### src/rtl/uart_rx_sequencer_if.sv
// Receive-data handshake between the UART receive sequencer and its consumer.
// The master side presents RxData/RxValid; the slave side returns RxReady.
interface uart_rx_sequencer_if #(
   parameter int DATA_BITS = 8
);
   logic [DATA_BITS-1:0] RxData;
   logic                 RxValid;
   logic                 RxReady;

   modport master (output RxData, output RxValid, input RxReady);
   modport slave  (input RxData, input RxValid, output RxReady);
endinterface

### src/rtl/uart_rx_sequencer.sv
// UART receive sequencer. It owns the half-bit baud timer, samples at mid-bit and
// assembles frames LSB-first. Define UART_RX_PARITY_EN to add a parity bit after the data bits.
//
// state  | meaning
// IDLE   | timer held in reset, waiting for a falling edge on the line
// START  | timer running, first tick checks the start bit is still low
// DATA   | sample one data bit every second tick, LSB first
// PARITY | sample the parity bit (only with UART_RX_PARITY_EN)
// STOP   | sample the stop bit, then load, flag overrun or flag frame error
module uart_rx_sequencer #(
   parameter int DATA_BITS   = 8,
   parameter int SYNC_STAGES = 2,
   parameter int PARITY_ODD  = 0
) (
   input  logic                       SystemClock,
   input  logic                       Reset,
   input  logic                       RxLine,
   input  logic                       NextBit,
   output logic                       TimerRun,
   uart_rx_sequencer_if.master        rxBus,
   output logic                       FrameError,
   output logic                       Overrun,
   output logic                       Busy
);

   localparam int IDX_W = $clog2(DATA_BITS);
   localparam logic [IDX_W-1:0] LAST_BIT = IDX_W'(DATA_BITS - 1);

   typedef enum logic [2:0] {IDLE, START, DATA, PARITY, STOP} rxState_t;

   rxState_t             state, stateNext;
   logic [IDX_W-1:0]     bitIdx, bitIdxNext;
   logic                 phase, phaseNext;
   logic [DATA_BITS-1:0] shiftReg, shiftNext;
   logic [SYNC_STAGES:0] syncReg;
   logic                 nextBitQ;
   logic [DATA_BITS-1:0] rxDataReg;
   logic                 rxValidReg;
   logic                 frameErrorReg, overrunReg;
   logic                 loadFrame, frameErrorNext, overrunNext;
   logic                 lineS, linePrev, fallEdge, tick;
   logic                 parityBad;

   // The oldest stage is edge history only; the stages below it form the synchronizer.
   assign lineS    = syncReg[SYNC_STAGES-1];
   assign linePrev = syncReg[SYNC_STAGES];
   assign fallEdge = linePrev & ~lineS;
   assign tick     = (NextBit != nextBitQ);

   assign TimerRun      = (state != IDLE);
   assign Busy          = (state != IDLE);
   assign rxBus.RxData  = rxDataReg;
   assign rxBus.RxValid = rxValidReg;
   assign FrameError    = frameErrorReg;
   assign Overrun       = overrunReg;

`ifdef UART_RX_PARITY_EN
   logic parityBadNext;

   always_ff @(posedge SystemClock or negedge Reset) begin
      if (!Reset) parityBad <= 1'b0;
      else        parityBad <= parityBadNext;
   end
`else
   assign parityBad = 1'b0 & PARITY_ODD[0];
`endif

   always_comb begin
      stateNext      = state;
      bitIdxNext     = bitIdx;
      phaseNext      = phase;
      shiftNext      = shiftReg;
      loadFrame      = 1'b0;
      frameErrorNext = 1'b0;
      overrunNext    = 1'b0;
`ifdef UART_RX_PARITY_EN
      parityBadNext  = parityBad;
`endif
      case (state)
         IDLE: if (fallEdge) stateNext = START;
         START: if (tick) begin
            if (!lineS) begin
               stateNext  = DATA;
               bitIdxNext = '0;
               phaseNext  = 1'b0;
            end else begin
               stateNext = IDLE;
            end
         end
         DATA: if (tick) begin
            phaseNext = ~phase;
            if (phase) begin
               shiftNext = {lineS, shiftReg[DATA_BITS-1:1]};
               if (bitIdx == LAST_BIT) begin
`ifdef UART_RX_PARITY_EN
                  stateNext = PARITY;
`else
                  stateNext = STOP;
`endif
               end else begin
                  bitIdxNext = bitIdx + 1'b1;
               end
            end
         end
`ifdef UART_RX_PARITY_EN
         PARITY: if (tick) begin
            phaseNext = ~phase;
            if (phase) begin
               parityBadNext = ((^shiftReg) ^ lineS) != PARITY_ODD[0];
               stateNext     = STOP;
            end
         end
`endif
         STOP: if (tick) begin
            phaseNext = ~phase;
            if (phase) begin
               stateNext = IDLE;
               if (!lineS || parityBad) frameErrorNext = 1'b1;
               else if (rxValidReg)     overrunNext    = 1'b1;
               else                     loadFrame      = 1'b1;
            end
         end
         default: stateNext = IDLE;
      endcase
   end

   always_ff @(posedge SystemClock or negedge Reset) begin
      if (!Reset) begin
         state         <= IDLE;
         bitIdx        <= '0;
         phase         <= 1'b0;
         shiftReg      <= '0;
         syncReg       <= '1;
         nextBitQ      <= 1'b0;
         rxDataReg     <= '0;
         rxValidReg    <= 1'b0;
         frameErrorReg <= 1'b0;
         overrunReg    <= 1'b0;
      end else begin
         state         <= stateNext;
         bitIdx        <= bitIdxNext;
         phase         <= phaseNext;
         shiftReg      <= shiftNext;
         syncReg       <= {syncReg[SYNC_STAGES-1:0], RxLine};
         nextBitQ      <= TimerRun ? NextBit : 1'b0;
         frameErrorReg <= frameErrorNext;
         overrunReg    <= overrunNext;
         // A new load takes priority over a same-cycle accept.
         if (loadFrame) begin
            rxDataReg  <= shiftReg;
            rxValidReg <= 1'b1;
         end else if (rxValidReg && rxBus.RxReady) begin
            rxValidReg <= 1'b0;
         end
      end
   end

endmodule
### src/flat_wrapper.sv
// flat-port wrapper written by rule: the top's interface ports become plain ports
module uart_rx_sequencer_flat 
#(
   parameter int DATA_BITS   = 8,
   parameter int SYNC_STAGES = 2,
   parameter int PARITY_ODD  = 0
)
  (SystemClock, Reset, RxLine, NextBit, TimerRun, FrameError, Overrun, Busy, rxBus_RxData, rxBus_RxValid, rxBus_RxReady);
  uart_rx_sequencer_if #(.DATA_BITS(DATA_BITS)) rxBus_i ();
  input  logic SystemClock;
  input  logic Reset;
  input  logic RxLine;
  input  logic NextBit;
  output logic TimerRun;
  output logic FrameError;
  output logic Overrun;
  output logic Busy;
  output wire logic [$bits(rxBus_i.RxData)-1:0] rxBus_RxData;
  output wire logic [$bits(rxBus_i.RxValid)-1:0] rxBus_RxValid;
  input wire logic [$bits(rxBus_i.RxReady)-1:0] rxBus_RxReady;
  assign rxBus_RxData = rxBus_i.RxData;
  assign rxBus_RxValid = rxBus_i.RxValid;
  assign rxBus_i.RxReady = rxBus_RxReady;
  uart_rx_sequencer #(.DATA_BITS(DATA_BITS), .SYNC_STAGES(SYNC_STAGES), .PARITY_ODD(PARITY_ODD)) u_core (.SystemClock(SystemClock), .Reset(Reset), .RxLine(RxLine), .NextBit(NextBit), .TimerRun(TimerRun), .rxBus(rxBus_i), .FrameError(FrameError), .Overrun(Overrun), .Busy(Busy));
endmodule
### config.mk
export PLATFORM = sky130hd
export DESIGN_NAME = uart_rx_sequencer_flat
export DESIGN_NICKNAME = d
export VERILOG_FILES = /design/src/rtl/uart_rx_sequencer_if.sv /design/src/rtl/uart_rx_sequencer.sv /design/src/flat_wrapper.sv
export SDC_FILE = /design/constraint.sdc
export NUM_CORES = 1
export LEC_CHECK = 0
export CELL_PAD_IN_SITES_DETAIL_PLACEMENT = 1
export CELL_PAD_IN_SITES_GLOBAL_PLACEMENT = 1
export CORE_ASPECT_RATIO = 1.5
export CORE_MARGIN = 4
export CORE_UTILIZATION = 44
export CTS_CLUSTER_DIAMETER = 80
export DETAILED_ROUTE_END_ITERATION = 6
export GPL_ROUTABILITY_DRIVEN = 0
export GPL_TIMING_DRIVEN = 0
export HOLD_SLACK_MARGIN = 0.12
export MAX_ROUTING_LAYER = met4
export PLACE_DENSITY_LB_ADDON = 0.12
export SYNTH_ARGS = -nofsm -noshare
export SYNTH_HDL_FRONTEND = slang
export SYNTH_SLANG_ARGS = --single-unit
### constraint.sdc
create_clock -name SystemClock -period 2.2 [get_ports SystemClock]
set_clock_uncertainty 0.15 [all_clocks]
set_input_delay 0.66 -clock SystemClock [delete_from_list [all_inputs] [get_ports SystemClock]]
set_output_delay 0.66 -clock SystemClock [all_outputs]
set_load 0.02 [all_outputs]
==> impl_metrics.ini, run 1 <==
[outcome]
status = finished clean

[die]
dieArea_sq_um = 3942
die_w_um = 52.62
coreArea_sq_um = 2883
rows = 24
io_pins = 18
chipHeight_um = 74.93
start_util = 0.4557

[cts]
clk_pin_slew_ns = 0.06
cts_tree = done
cts_hold_buffers = 0
cts_buffer_depth = 2
clkSinkCount = 30
cts_root_buf = clkbuf_8
htreeDepth = 2
cts_inserted_buffers = 5
clk_latency_ns = 0.27

[timing]
fin_crit_sh = 0.9815
max_freq_mhz = 463.1
rsz0062_at_grt = false
finalSetupViolations = 0
setup_tns_ns = 0
hold_violations = 0
timing.max_slew.rel_slack = 0.5590
slew_viol_final = 0
layout_min_cycle_time_ns = 2.159
tightest_slew_ns = 0.6615

[placement]
numPlacedInstances = 146
port_buffers = 17
hpwl_mm = 1.758
postPlaceCellArea_sq_um = 1533

[yosys]
seq_area_frac_synth = 0.5743
async_flop_share = 1.000
synth_cells = 90
synth.area.top_cells = dfrtp_1 (51%), mux2_2 (14%), dfstp_2 (6.0%)
synth_top_area_frac = 0.5143
syn_area_sq_um = 1314
syn_avg_cell_area_sq_um = 14.60
synth_cell_types = 36
synth_edf_count = 0
yosysWarnings = 0
synthesis.nets = 97
synthFlopType = dfrtp_1
ys_ff_latch = 30
synth_top_area_cell = dfrtp_1

[power_and_ir_drop]
p_int_mw = 1.031
power.leakage_nw = 0.7527
swShare = 0.2982
powerDensity_nw_per_um2 = 901.5
p_seq_frac = 0.440
combPwrFrac = 0.279
ir_drop_uv = 604.3
power_switching_mw = 0.4383
pwr-share-clk = 0.281

[critical_path]
crit_buf_inv = 2
end_kind = primary output
path_cells = or3_4 > buf_4 > buf_4
cp_common_cell = buf_4
r2r_start = u_core.state[0]$_DFFE_PN0P_
critPathTopFamily = flip-flops
crit_arrival_ns = 1.35
startpoint_type = flop
worstSetupPathType = flop to primary output
required_ns = 1.39
cp_max_fo = 3
critPathLaunch = u_core.state[2]$_DFFE_PN0P_
crit_slowest_cell = dfrtp_2
slowest_delay_ns = 0.40

[final_layout]
final_area_sq_um = 1630
layoutNonFillerInstCount = 156
fill_cells = 302
antenna_cells = 0
utilization = 0.5655
fin_nets = 123
synthToLayoutAreaGrowth_pct = 24.09
drive_gt1_frac = 0.4274

[global_routing]
grt_pass1_wl_mm = 4.347
overflow = 0
antenna_found_initial = 0
grt_pass1_vias = 892
grt_max_degree = 31
grt_usage = 0.1596

[hold_path]
hold_path.class = flop to flop
hp-start = u_core.syncReg[0]$_DFF_PN1_

[run]
max-cap-violations = 0

[detailed_routing]
via_count = 814
drt_iter0_markers = 10
route.detailed.drc = 0
routedWlPerCell_um = 16.01
antenna_left = 0
drt_first_pass_iters = 2
wl_mm = 2.497
vias_per_cell = 5.218
## worst paths after layout
check | end | slack [ns] | cells past startpoint
min in group asynchronous | u_core.nextBitQ$_DFF_PN0_ | 0.26 | 1
max in group asynchronous | u_core.state[1]$_DFFE_PN0P_ | 1.16 | 1
worst max-delay path | TimerRun | 0.04 | 3
worst min register to register | u_core.syncReg[1]$_DFF_PN1_ | 0.21 | 0
worst max register to register | u_core.bitIdx[0]$_DFFE_PN0P_ | 0.34 | 4
worst min-delay path | u_core.syncReg[1]$_DFF_PN1_ | 0.21 | 0
## sequential cells by signal, summed over array words and instances, names as in the netlist
name                  count
u_core.nextBitQ           1
u_core.shiftReg           8
u_core.phase              1
u_core.Overrun            1
u_core.rxBus.RxData       8
u_core.state              3
u_core.syncReg            3
u_core.bitIdx             3
u_core.rxBus.RxValid      1
u_core.FrameError         1
## metal layers
| layer | routed length [um] | vias to the layer above | GRT usage |
|---|---|---|---|
| met5 | 0 | - | - |
| met4 | 82 | 0 | 0.09375 |
| met3 | 74 | 9 | 0.04356 |
| met2 | 1304 | 16 | 0.2541 |
| met1 | 1035 | 412 | 0.1768 |
| li1 | - | 377 | - |
## logic make-up (layout without fill, tap and decap cells)
logic type	count (synthesis)	in the layout	synth area share
AOI/OAI and AO/OA	9	9	0.05334
buffers and inverters	7	34	0.02475
adders and majority gates	2	2	0.01904
xor gates and xnor gates	2	2	0.02762
muxes	18	18	0.1562
and+or+nand+nor	22	22	0.1448
DFF	30	30	0.5743
## cell type report
| type | count | area, sq um | area share |
|---|---|---|---|
| Clock buffer | 8 | 80.08 | 0.04912 |
| Multi-Input combinational cell | 53 | 531.8 | 0.3262 |
| Tap cell | 39 | 48.80 | 0.02993 |
| Timing Repair Buffer | 21 | 187.7 | 0.1151 |
| Sequential cell | 30 | 758.2 | 0.4651 |
| Buffer | 2 | 12.51 | 0.007675 |
| Inverter | 3 | 11.26 | 0.006907 |
## synthesized netlist by cell type, types with 2 or more instances
| cell type | count |
|---|---|
| dfrtp_1 | 27 |
| mux2_2 | 16 |
| nor2_1 | 4 |
| dfstp_2 | 3 |
| inv_1 | 3 |
| a22o_1 | 2 |
| ha_1 | 2 |
| nand4_4 | 2 |
| nor3b_1 | 2 |
| nor4b_2 | 2 |
| or3b_2 | 2 |
## per-stage QoR
stage,total power [mW],hold slack [ns],setup WS [ns]
2_1_floorplan,0.9323,0.1952,0.1747
3_3_place_gp,1.039,0.1965,-0.2958
3_5_place_dp,1.056,0.1995,-0.3008
4_1_cts,1.492,0.2082,0.007638
5_1_grt,1.561,0.2171,0.0001940
6_report,1.470,0.2064,0.04073
## layout by cell type, fill, tap and decap left out, types with 2 or more instances in the layout
cell type | netlist | layout
dfrtp_2 | 0 | 3
or3b_2 | 2 | 2
clkbuf_8 | 0 | 5
nand4_4 | 2 | 2
dfrtp_1 | 27 | 24
nor2_1 | 4 | 4
mux2_2 | 16 | 16
ha_1 | 2 | 2
clkdlybuf4s50_1 | 0 | 14
a22o_1 | 2 | 2
dfstp_2 | 3 | 3
nor3b_1 | 2 | 2
clkbuf_2 | 1 | 2
buf_4 | 1 | 6
inv_1 | 3 | 3
clkbuf_1 | 1 | 3
nor4b_2 | 2 | 2
## repair_timing
item                                    CTS  global route
gates resized for setup                  11             2
endpoints found under the setup margin    4             3
setup buffers                             3             1
pin swaps                                 1             2
## power by group through the flow
stage | logic [mW] | clock network [mW] | registers, mW
6_report | 0.410 | 0.413 | 0.647
4_1_cts | 0.414 | 0.430 | 0.648
3_5_place_dp | 0.399 | 0 | 0.657
5_1_grt | 0.449 | 0.458 | 0.655
3_3_place_gp | 0.387 | 0 | 0.652
2_1_floorplan | 0.287 | 0 | 0.646
Power figures use the tool's default switching activity.
==> inputs of run 2 (changes only) <==
Settings changed: CORE_UTILIZATION 44 to 47.
Clock period 2.2 ns to 2.7 ns, I/O delays scaled along.
==> run 2 against run 1 <==
Cell count down 3.2%. Critical path depth grew 1. Routed wire length down 1.3%. Combinational power shrank 25%. Non-clock buffer count decreased by 3. Clock power decreased by 18%. Die area shrank 5.6%. Sequential cell count is the same. Via count decreased by 0.86%. Core utilization rose by 3.6 points.
==> impl_metrics.ini, run 2 (synthesized netlist as in run 1, its figures left out) <==
[final_layout]
multiInputGateArea_sq_um = 531.8
drive_gt1_frac = 0.3860
final_common_cell = dfrtp_1
synthToLayoutAreaGrowth_pct = 22.57
final_cell_mix = dfrtp_1 (27), mux2_2 (16), clkdlybuf4s50_1 (14), clkbuf_8 (5), nor2_1 (4)
fin_nets = 120
antenna_cells = 0
ff_latch_area_sq_um = 754.5
fill_cells = 278

[global_routing]
antenna_found_initial = 0
overflow = 0
grt_max_degree = 31
grt_pass1_wl_mm = 4.333
grt_usage = 0.1674
grt_pass1_vias = 882

[timing]
finalSetupViolations = 0
fin_crit_sh = 0.9730
holdWs_ns = 0.2044
layout_min_cycle_time_ns = 2.627
setup_tns_ns = 0
max_freq_mhz = 380.6
timing.max_slew.rel_slack = 0.5655
slew_viol_final = 0
hold_violations = 0
setup_slack_ns = 0.07283
tightest_slew_ns = 0.6518

[detailed_routing]
via_count = 807
drt_first_pass_iters = 4
vias_per_cell = 5.344
antenna_left = 0
drt_iter0_markers = 16
route.detailed.drc = 0
routedWlPerCell_um = 16.32
wl_mm = 2.465

[die]
io_pins = 18
start_util = 0.4909
coreArea_sq_um = 2676
die_w_um = 51.17
chipHeight_um = 72.75
dieArea_sq_um = 3723
rows = 23

[cts]
cts_hold_buffers = 0
clk_latency_ns = 0.28
htreeDepth = 2
cts_root_buf = clkbuf_8
cts_buffer_depth = 2
cts_inserted_buffers = 5
clk_pin_slew_ns = 0.06
cts_tree = done
clkSinkCount = 30

[power_and_ir_drop]
powerDensity_nw_per_um2 = 736.0
power.leakage_nw = 0.7478
ir_drop_uv = 467.3

[critical_path]
cp_max_fo = 10
path_cells = clkbuf_4 > or3_4 > buf_4 > clkdlybuf4s15_1
end_kind = primary output
r2r_slack_ns = 0.90
crit_buf_inv = 3
rr_worst_depth = 3
required_ns = 1.74
startpoint_type = flop
critPathTopFamily = buffers and inverters
worstSetupPathType = flop to primary output
slowest_delay_ns = 0.40
crit_slowest_cell = or3_4
crit_arrival_ns = 1.67
crit_cells = 4

[hold_path]
whs_path_depth = 0
hold_path.class = flop to flop

[outcome]
status = finished clean

[run]
max-cap-violations = 0

[placement]
hpwl_mm = 1.814
place_ws_ns = 0.06226
port_buffers = 17
-- run 2: cell types whose count changed in the layout (fill, tap and decap cells not counted), moves of 2 or more --
cell,change
dfrtp_1,+3
buf_4,-5
clkinv_2,+2
clkbuf_1,-2
dfrtp_2,-3
-- run 2: worst paths after layout --
path | startpoint | to
setup / recovery | u_core.state[1]$_DFFE_PN0P_ | TimerRun
hold / removal | u_core.syncReg[0]$_DFF_PN1_ | u_core.syncReg[1]$_DFF_PN1_
setup reg to reg | u_core.state[0]$_DFFE_PN0P_ | u_core.bitIdx[0]$_DFFE_PN0P_
hold reg to reg | u_core.syncReg[0]$_DFF_PN1_ | u_core.syncReg[1]$_DFF_PN1_
max in group asynchronous | Reset | u_core.rxBus.RxData[0]$_DFFE_PN0P_
min in group asynchronous | Reset | u_core.nextBitQ$_DFF_PN0_
-- run 2: repair_timing --
| action | CTS | global route |
|---|---|---|
| endpoints found under the hold margin | 0 | 0 |
| pin swaps | 0 | 0 |
| gates cloned | 0 | 0 |
| endpoints found under the setup margin | 2 | 1 |
| buffers inserted | 0 | 0 |
| resized for setup | 3 | 3 |
-- run 2: worst register-to-register path, stage by stage (launching register included) --
cell     delay (ns)
dfrtp_1        0.50
or3b_2         0.54
nor4b_2        0.35
mux2_2         0.22
-- run 2: through the flow --
stage | cell area (sq um) | util | total power [mW] | std cells
finish | 1610 | 0.6017 | 1.185 | 151
global route | 1610 | 0.6017 | 1.260 | 151
CTS | 1612 | 0.6022 | 1.199 | 152
detailed placement | 1530 | 0.5718 | 0.8648 | 144
global placement | 1530 | 0.5718 | 0.8464 | 144
floorplan | 1314 | - | 0.7597 | 90
-- run 2: area by class of cell --
class / count / share of cell area
plain buffers: 3 / 0.01243
clock buffers: 6 / 0.04507
clock inverters: 2 / 0.006216
inverters: 3 / 0.006993
multi-input cells: 53 / 0.3302
flip-flops and latches: 30 / 0.4685
well taps: 37 / 0.02875
repair buffers: 17 / 0.1018
-- run 2: report_power, final --
part / internal, mW / switching [mW] / total, mW / leakage [nW]
Sequential: 0.494 / 0.0474 / 0.541 / 0.405
Clock: 0.178 / 0.159 / 0.337 / 0.0450
Combinational: 0.150 / 0.157 / 0.307 / 0.298
-- run 2: per-layer routing --
| layer | part of all wire | vias up | track usage |
|---|---|---|---|
| met5 | 0 | - | - |
| met1 | 0.37 | 418 | 0.1761 |
| met2 | 0.56 | 12 | 0.2697 |
| met4 | 0.028 | 0 | 0.09880 |
| met3 | 0.036 | 10 | 0.05521 |
| li1 | - | 367 | - |
==> inputs of run 3 (changes only) <==
Settings changed: CORE_MARGIN 4 to 3.
==> run 3 against run 2 <==
Non-clock buffer count unchanged. Largest power group unchanged. Register-to-register slack about the same. Sequential share of layout area increased by 0.78 points. Combinational power about the same. Total power decreased by 5.9%. Core utilization increased by 1.7 points. Die area decreased by 6.6%. First-iteration DRC count decreased by 25%. Critical path depth decreased by 1. Clock power decreased by 20%. Clock-buffer cell count increased by 1.
==> impl_metrics.ini, run 3 (synthesized netlist as in run 1, its figures left out) <==
[power_and_ir_drop]
power.leakage_nw = 0.7390
p_seq_frac = 0.484
p_int_mw = 0.7703
swShare = 0.3095
ir_drop_uv = 376.4
pwr-share-clk = 0.242
power_switching_mw = 0.3453
powerDensity_nw_per_um2 = 704.3
combPwrFrac = 0.273

[critical_path]
end_kind = primary output
startpoint_type = flop
required_ns = 1.74
rr_worst_depth = 3
worstSetupPathType = flop to primary output
crit_buf_inv = 2
crit_slowest_cell = dfrtp_1
path_cells = buf_4 > or3_4 > dlygate4sd2_1
slowest_delay_ns = 0.39
critPathTopFamily = buffers and inverters
crit_cells = 3
crit_arrival_ns = 1.61
cp_max_fo = 10

[timing]
layout_min_cycle_time_ns = 2.572
tightest_slew_ns = 0.6553
slew_viol_final = 0
setup_slack_ns = 0.1285
max_freq_mhz = 388.9
setup_tns_ns = 0
rsz0062_at_grt = false
timing.max_slew.rel_slack = 0.5631
fin_crit_sh = 0.9524
finalSetupViolations = 0
hold_violations = 0

[cts]
clk_latency_ns = 0.33
cts_root_buf = clkbuf_4
clk_pin_slew_ns = 0.09
cts_buffer_depth = 2
clkSinkCount = 30
cts_inserted_buffers = 5
cts_tree = done
post-cts-setup-buffers = 0
cts_hold_buffers = 0
htreeDepth = 2

[final_layout]
drive_gt1_frac = 0.3947
fin_nets = 120
utilization = 0.6188
fill_cells = 262
final_cell_mix = dfrtp_1 (27), mux2_2 (16), clkdlybuf4s50_1 (14), clkbuf_4 (5), nor2_1 (4)
final_common_cell = dfrtp_1
synthToLayoutAreaGrowth_pct = 20.57
antenna_cells = 0

[hold_path]
hold_path.class = flop to flop
whs_path_depth = 0

[placement]
port_buffers = 17
hpwl_mm = 1.687
place_ws_ns = 0.05682

[detailed_routing]
drt_iter0_markers = 12
routedWlPerCell_um = 15.53
route.detailed.drc = 0
via_count = 802
vias_per_cell = 5.347
drt_first_pass_iters = 2
antenna_left = 0
wl_mm = 2.330

[global_routing]
grt_usage = 0.1695
antenna_found_initial = 0
grt_max_degree = 31
overflow = 0
grt_pass1_wl_mm = 4.202
grt_pass1_vias = 897

[die]
start_util = 0.5132
io_pins = 18
coreArea_sq_um = 2560
dieArea_sq_um = 3479
rows = 22
die_w_um = 49.17
chipHeight_um = 70.75

[outcome]
status = finished clean

[run]
max-cap-violations = 0
-- run 3: cell count changes in the layout (fill, tap and decap cells not counted) --
cell | before | now
buf_4 | 1 | 3
clkbuf_4 | 1 | 5
clkbuf_8 | 5 | 1
clkdlybuf4s15_1 | 1 | 0
clkinv_2 | 2 | 1
-- run 3: area by class of cell --
cell class	count	area [sq um]	area share
Sequential cell	30	754.5	0.4763
Multi-Input combinational cell	53	531.8	0.3357
Timing Repair Buffer	17	161.4	0.1019
Clock buffer	7	55.05	0.03476
Tap cell	36	45.04	0.02844
Buffer	3	20.02	0.01264
Inverter	3	11.26	0.007109
Clock inverter	1	5.005	0.003160
-- run 3: worst reg2reg max path: stages (launching register included) --
cell and delay, ns:
dfrtp_1 0.50, or3b_2 0.55, nor4b_2 0.34, mux2_2 0.22
-- run 3: worst paths after layout --
| kind | startpoint | to | slack (ns) |
|---|---|---|---|
| max reg2reg | u_core.state[0]$_DFFE_PN0P_ | u_core.bitIdx[0]$_DFFE_PN0P_ | 0.89 |
| max | u_core.state[1]$_DFFE_PN0P_ | Busy | 0.13 |
| min | u_core.syncReg[0]$_DFF_PN1_ | u_core.syncReg[1]$_DFF_PN1_ | 0.22 |
| max in group asynchronous | Reset | u_core.rxBus.RxData[0]$_DFFE_PN0P_ | 1.61 |
| min reg2reg | u_core.syncReg[0]$_DFF_PN1_ | u_core.syncReg[1]$_DFF_PN1_ | 0.22 |
| min in group asynchronous | Reset | u_core.state[2]$_DFFE_PN0P_ | 0.35 |
-- run 3: what timing repair did --
item | in CTS | in global routing
gates resized for setup | 5 | 0
hold endpoints to repair | 0 | 0
endpoints found under the setup margin | 2 | 0
-- run 3: layer usage --
metal	up-vias	wire (um)	global-route usage	part of all wire
li1	372	-	-	-
met1	411	916	0.1690	0.39
met2	13	1272	0.2776	0.55
met3	6	77	0.04842	0.033
met4	0	63	0.1234	0.027
met5	-	0	-	0
-- run 3: power by group through the flow --
stage	Combinational (mW)	Clock, mW	Sequential (mW)
after floorplan	0.234	0	0.526
after global placement	0.315	0	0.530
after detailed placement	0.326	0	0.535
after CTS	0.311	0.291	0.541
after global routing	0.338	0.304	0.547
final	0.305	0.270	0.540
-- run 3: metrics by stage --
step / hold slack [ns] / power [mW] / instance area, sq um / instances
finish: 0.2178 / 1.116 / 1584 / 150
global placement: 0.1961 / 0.8453 / 1529 / 143
global route: 0.2191 / 1.189 / 1584 / 150
floorplan: 0.1952 / 0.7597 / 1314 / 90
CTS: 0.2167 / 1.143 / 1589 / 150
detailed placement: 0.2044 / 0.8610 / 1529 / 143
